<file path="src/rtl/positadd_prod_arbiter_pkg.sv">
// Shared posit width constants plus the arbiter's latency and tag types.
package posit_defines;

    localparam int POSIT_SERIALIZED_WIDTH_PRODUCT_ES2     = 18;
    localparam int POSIT_SERIALIZED_WIDTH_SUM_PRODUCT_ES2 = 19;

    // Fixed latency of positadd_prod_8_raw from start sampled to done
    localparam int ADD_PROD_LATENCY = 8;

    localparam int ARB_NUM_REQ = 4;
    localparam int ARB_TAG_W   = $clog2(ARB_NUM_REQ);

    typedef logic [ARB_TAG_W-1:0] arb_tag_t;

endpackage

</file>
<file path="src/rtl/positadd_prod_arbiter_rr_arbiter.sv">
// Combinational round-robin arbiter: one-hot grant to the first request at or after ptr.
module rr_arbiter #(
    parameter  int NUM_REQ = 4,
    localparam int TAG_W   = $clog2(NUM_REQ)
) (
    input  logic [NUM_REQ-1:0] req,
    input  logic [TAG_W-1:0]   ptr,
    output logic [NUM_REQ-1:0] grant
);

    logic [2*NUM_REQ-1:0] dbl_req;
    logic [2*NUM_REQ-1:0] dbl_gnt;
    logic [NUM_REQ-1:0]   rot_req;
    logic [NUM_REQ-1:0]   rot_gnt;

    // Rotate so ptr sits at bit 0, fixed-priority pick, then rotate back.
    always_comb begin
        dbl_req = {req, req} >> ptr;
        rot_req = dbl_req[NUM_REQ-1:0];
        rot_gnt = '0;
        for (int j = 0; j < NUM_REQ; j++) begin
            if (rot_req[j] && (rot_gnt == '0)) begin
                rot_gnt[j] = 1'b1;
            end
        end
        dbl_gnt = {rot_gnt, rot_gnt} << ptr;
        grant   = dbl_gnt[2*NUM_REQ-1:NUM_REQ];
    end

endmodule

</file>
<file path="src/rtl/positadd_prod_arbiter.sv">
// Round-robin sharing of one fixed-latency product adder among NUM_REQ requesters.
// Optional per-requester issue counters when POSITADD_ARB_STATS_EN is defined.
//
//  state    | meaning
//  ---------+-------------------------------------------------------------
//  ST_FLUSH | after reset: no issue, stale adder dones drain, no err_sync
//  ST_RUN   | arbitrate, issue, steer results back; permanent until reset
module positadd_prod_arbiter
    import posit_defines::*;
#(
    parameter  int NUM_REQ     = ARB_NUM_REQ,
    parameter  int ADD_LATENCY = ADD_PROD_LATENCY,
    localparam int TAG_W       = $clog2(NUM_REQ),
    localparam int PW          = POSIT_SERIALIZED_WIDTH_PRODUCT_ES2,
    localparam int SW          = POSIT_SERIALIZED_WIDTH_SUM_PRODUCT_ES2
) (
    input  logic                        clk,
    input  logic                        rst_n,
    input  logic [NUM_REQ-1:0]          req_valid,
    output logic [NUM_REQ-1:0]          req_ready,
    input  logic [NUM_REQ-1:0][PW-1:0]  req_in1,
    input  logic [NUM_REQ-1:0][PW-1:0]  req_in2,
    output logic [NUM_REQ-1:0]          rsp_valid,
    output logic [SW-1:0]               rsp_result,
    output logic                        rsp_truncated,
    output logic                        add_start,
    output logic [PW-1:0]               add_in1,
    output logic [PW-1:0]               add_in2,
    input  logic [SW-1:0]               add_result,
    input  logic                        add_done,
    input  logic                        add_truncated,
    output logic                        err_sync,
    output logic [NUM_REQ-1:0][31:0]    stat_issue_cnt
);

    localparam logic [0:0] ST_FLUSH = 1'b0;
    localparam logic [0:0] ST_RUN   = 1'b1;

    localparam int CW = $clog2(ADD_LATENCY + 1);
    localparam logic [NUM_REQ-1:0] REQ_LSB = {{(NUM_REQ-1){1'b0}}, 1'b1};

    logic [0:0]                         state;
    logic [CW-1:0]                      flush_cnt;
    logic [TAG_W-1:0]                   rr_ptr;
    logic [TAG_W-1:0]                   ptr_next;
    logic [NUM_REQ-1:0]                 grant;
    logic [TAG_W-1:0]                   grant_idx;
    logic                               hs;
    logic [TAG_W-1:0]                   add_tag;
    logic [ADD_LATENCY-1:0]             pipe_v;
    logic [ADD_LATENCY-1:0][TAG_W-1:0]  pipe_tag;
    logic                               tail_v;
    logic [TAG_W-1:0]                   tail_tag;

    rr_arbiter #(.NUM_REQ(NUM_REQ)) u_rr (
        .req   (req_valid),
        .ptr   (rr_ptr),
        .grant (grant)
    );

    assign req_ready = (state == ST_RUN) ? grant : '0;
    assign hs        = |req_ready;

    always_comb begin
        grant_idx = '0;
        for (int i = 0; i < NUM_REQ; i++) begin
            if (grant[i]) begin
                grant_idx = TAG_W'(i);
            end
        end
        ptr_next = (grant_idx == TAG_W'(NUM_REQ - 1)) ? '0 : grant_idx + TAG_W'(1);
    end

    always_ff @(posedge clk or negedge rst_n) begin
        if (!rst_n) begin
            state     <= ST_FLUSH;
            flush_cnt <= CW'(ADD_LATENCY);
        end else if (state == ST_FLUSH) begin
            flush_cnt <= flush_cnt - CW'(1);
            if (flush_cnt == CW'(1)) begin
                state <= ST_RUN;
            end
        end
    end

    always_ff @(posedge clk or negedge rst_n) begin
        if (!rst_n) begin
            rr_ptr    <= '0;
            add_start <= 1'b0;
            add_in1   <= '0;
            add_in2   <= '0;
            add_tag   <= '0;
        end else begin
            add_start <= hs;
            if (hs) begin
                rr_ptr  <= ptr_next;
                add_in1 <= req_in1[grant_idx];
                add_in2 <= req_in2[grant_idx];
                add_tag <= grant_idx;
            end
        end
    end

    // Tag pipe tail lines up with add_done for the same op.
    always_ff @(posedge clk or negedge rst_n) begin
        if (!rst_n) begin
            pipe_v   <= '0;
            pipe_tag <= '0;
        end else begin
            pipe_v[0]   <= add_start;
            pipe_tag[0] <= add_tag;
            for (int i = 1; i < ADD_LATENCY; i++) begin
                pipe_v[i]   <= pipe_v[i-1];
                pipe_tag[i] <= pipe_tag[i-1];
            end
        end
    end

    assign tail_v   = pipe_v[ADD_LATENCY-1];
    assign tail_tag = pipe_tag[ADD_LATENCY-1];

    always_ff @(posedge clk or negedge rst_n) begin
        if (!rst_n) begin
            rsp_valid     <= '0;
            rsp_result    <= '0;
            rsp_truncated <= 1'b0;
            err_sync      <= 1'b0;
        end else begin
            rsp_valid <= '0;
            if (tail_v && add_done) begin
                rsp_valid     <= REQ_LSB << tail_tag;
                rsp_result    <= add_result;
                rsp_truncated <= add_truncated;
            end else if ((state == ST_RUN) && (tail_v != add_done)) begin
                err_sync <= 1'b1;
            end
        end
    end

`ifdef POSITADD_ARB_STATS_EN
    logic [NUM_REQ-1:0][31:0] stat_q;

    always_ff @(posedge clk or negedge rst_n) begin
        if (!rst_n) begin
            stat_q <= '0;
        end else begin
            for (int i = 0; i < NUM_REQ; i++) begin
                if (req_ready[i]) begin
                    stat_q[i] <= stat_q[i] + 32'd1;
                end
            end
        end
    end

    assign stat_issue_cnt = stat_q;
`else
    assign stat_issue_cnt = '0;
`endif

endmodule

</file>
<file path="config.mk">
export PLATFORM = sky130hd
export DESIGN_NAME = positadd_prod_arbiter
export DESIGN_NICKNAME = d
export VERILOG_FILES = /design/src/rtl/positadd_prod_arbiter_pkg.sv /design/src/rtl/positadd_prod_arbiter_rr_arbiter.sv /design/src/rtl/positadd_prod_arbiter.sv
export SDC_FILE = /design/constraint.sdc
export NUM_CORES = 1
export LEC_CHECK = 0
export BUFFER_PORTS_ARGS = -buffer_cell sky130_fd_sc_hd__buf_4
export CORE_AREA = 4 4 141 143
export CTS_CLUSTER_DIAMETER = 150
export CTS_CLUSTER_SIZE = 40
export DETAILED_ROUTE_END_ITERATION = 10
export DIE_AREA = 0 0 145 147
export GPL_ROUTABILITY_DRIVEN = 0
export GPL_TIMING_DRIVEN = 1
export SYNTH_ARGS = -nofsm -noshare
export SYNTH_HDL_FRONTEND = slang
export SYNTH_SLANG_ARGS = --single-unit
</file>
<file path="constraint.sdc">
create_clock -name clk -period 3 [get_ports clk]
set_clock_uncertainty 0.2 [all_clocks]
set_input_delay 0.45 -clock clk [delete_from_list [all_inputs] [get_ports clk]]
set_output_delay 0.45 -clock clk [all_outputs]
set_load 0.005 [all_outputs]
</file>
== Word level (Yosys, flattened, before mapping) ==
Index checks and enable logic that the tools add are counted.

* Order comparisons: 1
* Bitwise logic cells: 2
* Shift-type cells: 3
* Muxes and demuxes: 16
* Add/subtract/negate cells: 2
* Eq/ne operators: 3
* Reductions and logical operators: 9

{| class="wikitable"
|+ Operators with widths
! cell !! count
|-
| $bmux W18 S2 || 2
|-
| $mux W18 || 2
|-
| $mux W4 || 2
|-
| $shl A8 B2 Y8 || 1
|-
| $shr A8 B2 Y4 || 1
|-
| $mux W1 || 7
|-
| $mux W2 || 3
|-
| $logic_and A1 B1 Y1 || 5
|-
| $eq A4 B1 Y1 const B || 1
|-
| $reduce_or A4 Y1 || 1
|-
| $shl A1 B2 Y4 const A || 1
|-
| $sub A4 B1 Y4 const B || 1
|-
| $logic_not A3 Y1 || 1
|-
| $lt A2 B3 Y1 const B || 1
|-
| $add A2 B1 Y2 const B || 1
|-
| $eq A2 B2 Y1 const B || 1
|-
| $logic_not A2 Y1 || 1
|-
| $not A1 Y1 || 2
|-
| $reduce_and A2 Y1 || 1
|-
| $ne A1 B1 Y1 || 1
|}

* Input bits: 171
* Bits in registers: 95

== Longest topological paths before layout ==
* Depth after elaboration: 17
* Depth in mapped cells: 8
* Gate-level depth less buffers: 5

== Cells and area by module ==
From an unflattened synthesis, not the netlist that was laid out.

* Cells, all modules: 472
* Area total of the unflattened synthesis: 5176.2 µm²

{| class="wikitable"
|+ By module, submodules not included
! module !! cells an instance !! times used !! seq. area each (µm²) !! area each (µm²)
|-
| positadd_prod_arbiter || 454 || 1 || 2378.5 || 5073.6
|-
| rr_arbiter || 18 || 1 || 0.0 || 102.6
|}

== Worst setup path after synthesis ==
OpenSTA, ideal clock, no wires.

* Kind: input-to-output
* Start: in req_valid[3]
* End: out req_ready[1]
* Setup slack: 0.831 ns
* Data required time: 2.350 ns
* Data arrival time: 1.519 ns
* Stages on the path: 6
* Path through: buf_2 -> nand2b_1 -> a221oi_2 -> buf_4 -> buf_2 -> and2_1

* Longest elaborated chain between the ends: 13

{| class="wikitable"
|+ RTL lines
! what !! line !! RTL
|-
| start, declared || positadd_prod_arbiter.sv:19 || <nowiki>input logic [NUM_REQ-1:0] req_valid,</nowiki>
|-
| $shr A8 B2 Y4 (*) || positadd_prod_arbiter_rr_arbiter.sv:18 || <nowiki>dbl_req = {req, req} >> ptr;</nowiki>
|-
| $mux W1 || positadd_prod_arbiter_rr_arbiter.sv:22 || <nowiki>if (rot_req[j] && (rot_gnt == '0)) begin</nowiki>
|-
| $not A1 Y1 || positadd_prod_arbiter_rr_arbiter.sv:22 ||
|-
| $logic_and A1 B1 Y1 || positadd_prod_arbiter_rr_arbiter.sv:22 ||
|-
| $mux W1 || positadd_prod_arbiter_rr_arbiter.sv:22 ||
|-
| $logic_not A2 Y1 || positadd_prod_arbiter_rr_arbiter.sv:22 ||
|-
| $logic_and A1 B1 Y1 || positadd_prod_arbiter_rr_arbiter.sv:22 ||
|-
| $mux W1 || positadd_prod_arbiter_rr_arbiter.sv:22 ||
|-
| $logic_not A3 Y1 || positadd_prod_arbiter_rr_arbiter.sv:22 ||
|-
| $logic_and A1 B1 Y1 || positadd_prod_arbiter_rr_arbiter.sv:22 ||
|-
| $mux W1 || positadd_prod_arbiter_rr_arbiter.sv:22 ||
|-
| $shl A8 B2 Y8 (*) || positadd_prod_arbiter_rr_arbiter.sv:26 || <nowiki>dbl_gnt = {rot_gnt, rot_gnt} << ptr;</nowiki>
|-
| $mux W4 (*) || positadd_prod_arbiter.sv:61 || <nowiki>assign req_ready = (state == ST_RUN) ? grant : '0;</nowiki>
|-
| end, declared || positadd_prod_arbiter.sv:20 || <nowiki>output logic [NUM_REQ-1:0] req_ready,</nowiki>
|}

Every way passes the cells marked *; elsewhere a longest branch is shown, timed or not.

== Final worst setup path ==
* Start: reg rr_ptr[1]
* End: out req_ready[3]

* Longest elaborated chain between the ends: 13

{| class="wikitable"
|+ RTL lines
! what !! line !! RTL
|-
| start, declared || positadd_prod_arbiter.sv:44 || <nowiki>logic [TAG_W-1:0] rr_ptr;</nowiki>
|-
| start signal, assigned || positadd_prod_arbiter.sv:96 || <nowiki>rr_ptr <= ptr_next;</nowiki>
|-
| $shr A8 B2 Y4 || positadd_prod_arbiter_rr_arbiter.sv:18 ||
|-
| $mux W1 || positadd_prod_arbiter_rr_arbiter.sv:22 ||
|-
| $not A1 Y1 || positadd_prod_arbiter_rr_arbiter.sv:22 ||
|-
| $logic_and A1 B1 Y1 || positadd_prod_arbiter_rr_arbiter.sv:22 ||
|-
| $mux W1 || positadd_prod_arbiter_rr_arbiter.sv:22 ||
|-
| $logic_not A2 Y1 || positadd_prod_arbiter_rr_arbiter.sv:22 ||
|-
| $logic_and A1 B1 Y1 || positadd_prod_arbiter_rr_arbiter.sv:22 ||
|-
| $mux W1 || positadd_prod_arbiter_rr_arbiter.sv:22 ||
|-
| $logic_not A3 Y1 || positadd_prod_arbiter_rr_arbiter.sv:22 ||
|-
| $logic_and A1 B1 Y1 || positadd_prod_arbiter_rr_arbiter.sv:22 ||
|-
| $mux W1 || positadd_prod_arbiter_rr_arbiter.sv:22 ||
|-
| $shl A8 B2 Y8 (*) || positadd_prod_arbiter_rr_arbiter.sv:26 ||
|-
| $mux W4 (*) || positadd_prod_arbiter.sv:61 ||
|}

Marked as above.

==> results.md <==
- TritonCTS buffer count: 9
- Post-CTS Setup Bufs: 0
- Max Cap Viol: 0
- # hold bufs at CTS: 1
- Initial antenna violation count: 0
- # nets final: 886
- Critical Path AT: 1.91 ns
- Worst Path Required: 2.35 ns
- # diodes: 0
- Synthesized area per cell: 10.48 um2
- Grt ovf: 0
- HP Start: add_result[7]
- Slew Limit Fails: 0
- R2R cell count: 6
- Pwr per Cell Area: 621.2 mW/mm2
- Cell Area, Synth: 0.005074 mm2
- CTS Sinks: 95
- Outcome: finished clean
- Critical R2R Launch: rr_ptr[0]$_DFFE_PN0P_
- Tot GR Track Use: 12.57%
- RR Endpoint: add_in2[16]$_DFFE_PN0P_
- RSZ-0062 raised after global routing: false
- Final setup violation count: 0
- Critical path class: reg -> out
- Final hold vios: 0
- Clk pin slew, worst setup/hold paths: 0.08 ns
- IO Port Bufs: 236
- Fillers: 1877
- WL per Instance: 15.05 um
- Synth Instances: 484
- FF/Latch Area: 0.002379 mm2
- Setup_tns: 0 ns
- Crit. Startpoint: rr_ptr[1]$_DFFE_PN0P_
- Row count: 50
- CP max-delay cell: dfrtp_1
- Routed Antenna Nets: 0
- DRT Wirelength: 14310 um
- CTS tree: built
- Initial core utilization: 27.31%
- Worst-path fanout max: 9
- Crit end category: output port
- Leak: 0.003307 uW
- Commonest non-fill, non-tap cell in the layout: buf_4
- Period Utilization, post-route: 85.30%
- Multi-input gate area: 0.002042 mm2
- Die Wd: 145 um
- Synth area leaders: dfrtp_1, buf_4, o221ai_1
- Critical Path, Cell by Cell: inv_1 -> o21ai_0 -> nand3_1 -> nor2_1 -> buf_4
- EDFF count, synth: 0
- Hold Path Class: in -> reg
- Worst path bufs/invs: 2
- DR vias/cell: 4.351
- WHS Endpoint: rsp_result[7]$_DFFE_PN0P_
- CP Launch Type: flop
- # IOs: 365
- H-tree depth: 3
- CP top delay family: simple AND/OR/NAND/NOR gates
- CTS Buffer Depth: 2
- Clock Latency Late Sink: 0.34 ns
- DR vias: 4138
- Layout cells sized above 1: 40.31%
- First-pass GRT wire length: 21860 um
- Cell taking the most area after synthesis: dfrtp_1
- Post-route minimum period: 2.559 ns
- DR iter-0 viols: 146
- Clk root buf: clkbuf_16
- Hold path depth: 2
- Worst VDD drop: 250.7 uV
- FFs w/ async S/R, synth: 100.0%
- Slew margin rel.: 56.38%
- Largest net degree at the start of global routing: 51
- Finished Core Util: 37.33%
- Ys Warns: 0
- Seq/Total Area, Yosys: 46.88%
- Ys flop type: dfrtp_1
- Slowest stage delay, CP: 0.51 ns
- Post-synth cell types: 38
- Area grow syn2layout: 36.72%
- CTS resizes: 0
- Dpl hpwl: 10860 um
- Max Clk Rate: 0.3908 GHz
- First-pass DRT Iterations: 4
- Die area: 0.02132 mm2
- Levels on crit path: 5
- Worst-Margin Slew: 0.6543 ns
- Number of global-route vias before repair: 4163
- CORE AREA: 0.01858 mm2
- Die height: 147 um
- FF-to-FF setup slack: 0.66 ns
- DRC: 0
- Yosys reg bits: 95
- Synth top area share: 46.36%
- Commonest non-fill, non-tap cells in the layout: buf_4, conb_1, dfrtp_1, nand2_1, o22ai_1
==> flip-flops by register name, summed over array words and instances, names as in the netlist <==
name,flops
tail_tag,2
pipe_tag,14
rsp_truncated,1
add_in1,18
add_tag,2
add_in2,18
rsp_valid,4
add_start,1
err_sync,1
pipe_v,8
flush_cnt,4
rsp_result,19
state,1
rr_ptr,2
==> worst max path at each step <==
stage                               to
6_report                  req_ready[3]
3_5_place_dp    add_in2[8]$_DFFE_PN0P_
5_1_grt                   req_ready[3]
3_3_place_gp   add_in1[13]$_DFFE_PN0P_
4_1_cts                   req_ready[3]
2_1_floorplan             req_ready[1]
==> power breakdown <==
| part | internal (uW) | total, uW | switching (uW) | leakage, uW |
|---|---|---|---|---|
| registers | 1580 | 1730 | 159 | 0.00111 |
| logic | 713 | 1380 | 671 | 0.00206 |
| clock network | 674 | 1190 | 516 | 0.000139 |
==> layout make-up <==
class	instances	share of cell area [%]
Multi-Input combinational cell	350	29.44
Inverter	7	0.3788
Clock inverter	4	0.7756
Timing Repair Buffer	249	27.34
Sequential cell	95	34.29
Clock buffer	12	3.553
Tap cell	234	4.221
==> logic make-up after synthesis <==
logic type	after synthesis	share of synthesized area (%)
compound gates	123	18.37
other cells	1	0.07391
mux	21	4.636
xor+xnor	3	0.5180
fa+ha+maj	3	0.7399
buf+inv	166	22.54
flops	95	46.88
simple gates	72	6.239
==> per-stage QoR <==
| stage | std cells | setup WS, ns | hold WS [ns] | power [uW] | cell area, um2 |
|---|---|---|---|---|---|
| global route | 951 | 0.3238 | 0.1205 | 4573 | 6937 |
| floorplan | 611 | 0.8311 | -0.04559 | 2508 | 5550 |
| global placement | 934 | 0.5518 | 0.1315 | 3147 | 6626 |
| CTS | 951 | 0.4116 | 0.1229 | 4371 | 6937 |
| detailed placement | 934 | 0.5680 | 0.1347 | 3155 | 6626 |
| finish | 951 | 0.4410 | 0.1374 | 4309 | 6937 |
==> routing by layer <==
metal  global-route usage [%]  wire (um)  share of wire (%)
met3                    4.658       1432                 10
met2                    21.43       7115                 50
met1                    14.73       5509                 38
met4                    4.181        252                1.8
met5                        0          0                  0
==> cells in the mapped netlist (2+ instances only) <==
cell / count
o22ai_1: 38
clkbuf_1: 8
nor2_1: 9
o211ai_1: 37
xnor2_1: 2
nand2b_1: 3
ha_1: 3
inv_1: 6
buf_1: 3
nor4_1: 2
dfrtp_1: 94
and3_1: 2
nand2_1: 47
o221ai_1: 36
o21ai_0: 2
buf_2: 14
mux2_2: 20
a21oi_1: 2
nor2b_1: 4
buf_4: 134
==> worst register-to-register path: stages (launching register included) <==
cell,delay [ns]
dfrtp_1,0.45
nand2b_1,0.22
o211ai_1,0.12
nor2b_2,0.56
buf_4,0.40
o221ai_1,0.18
o211ai_1,0.12
(Power assumes the default switching activity.)
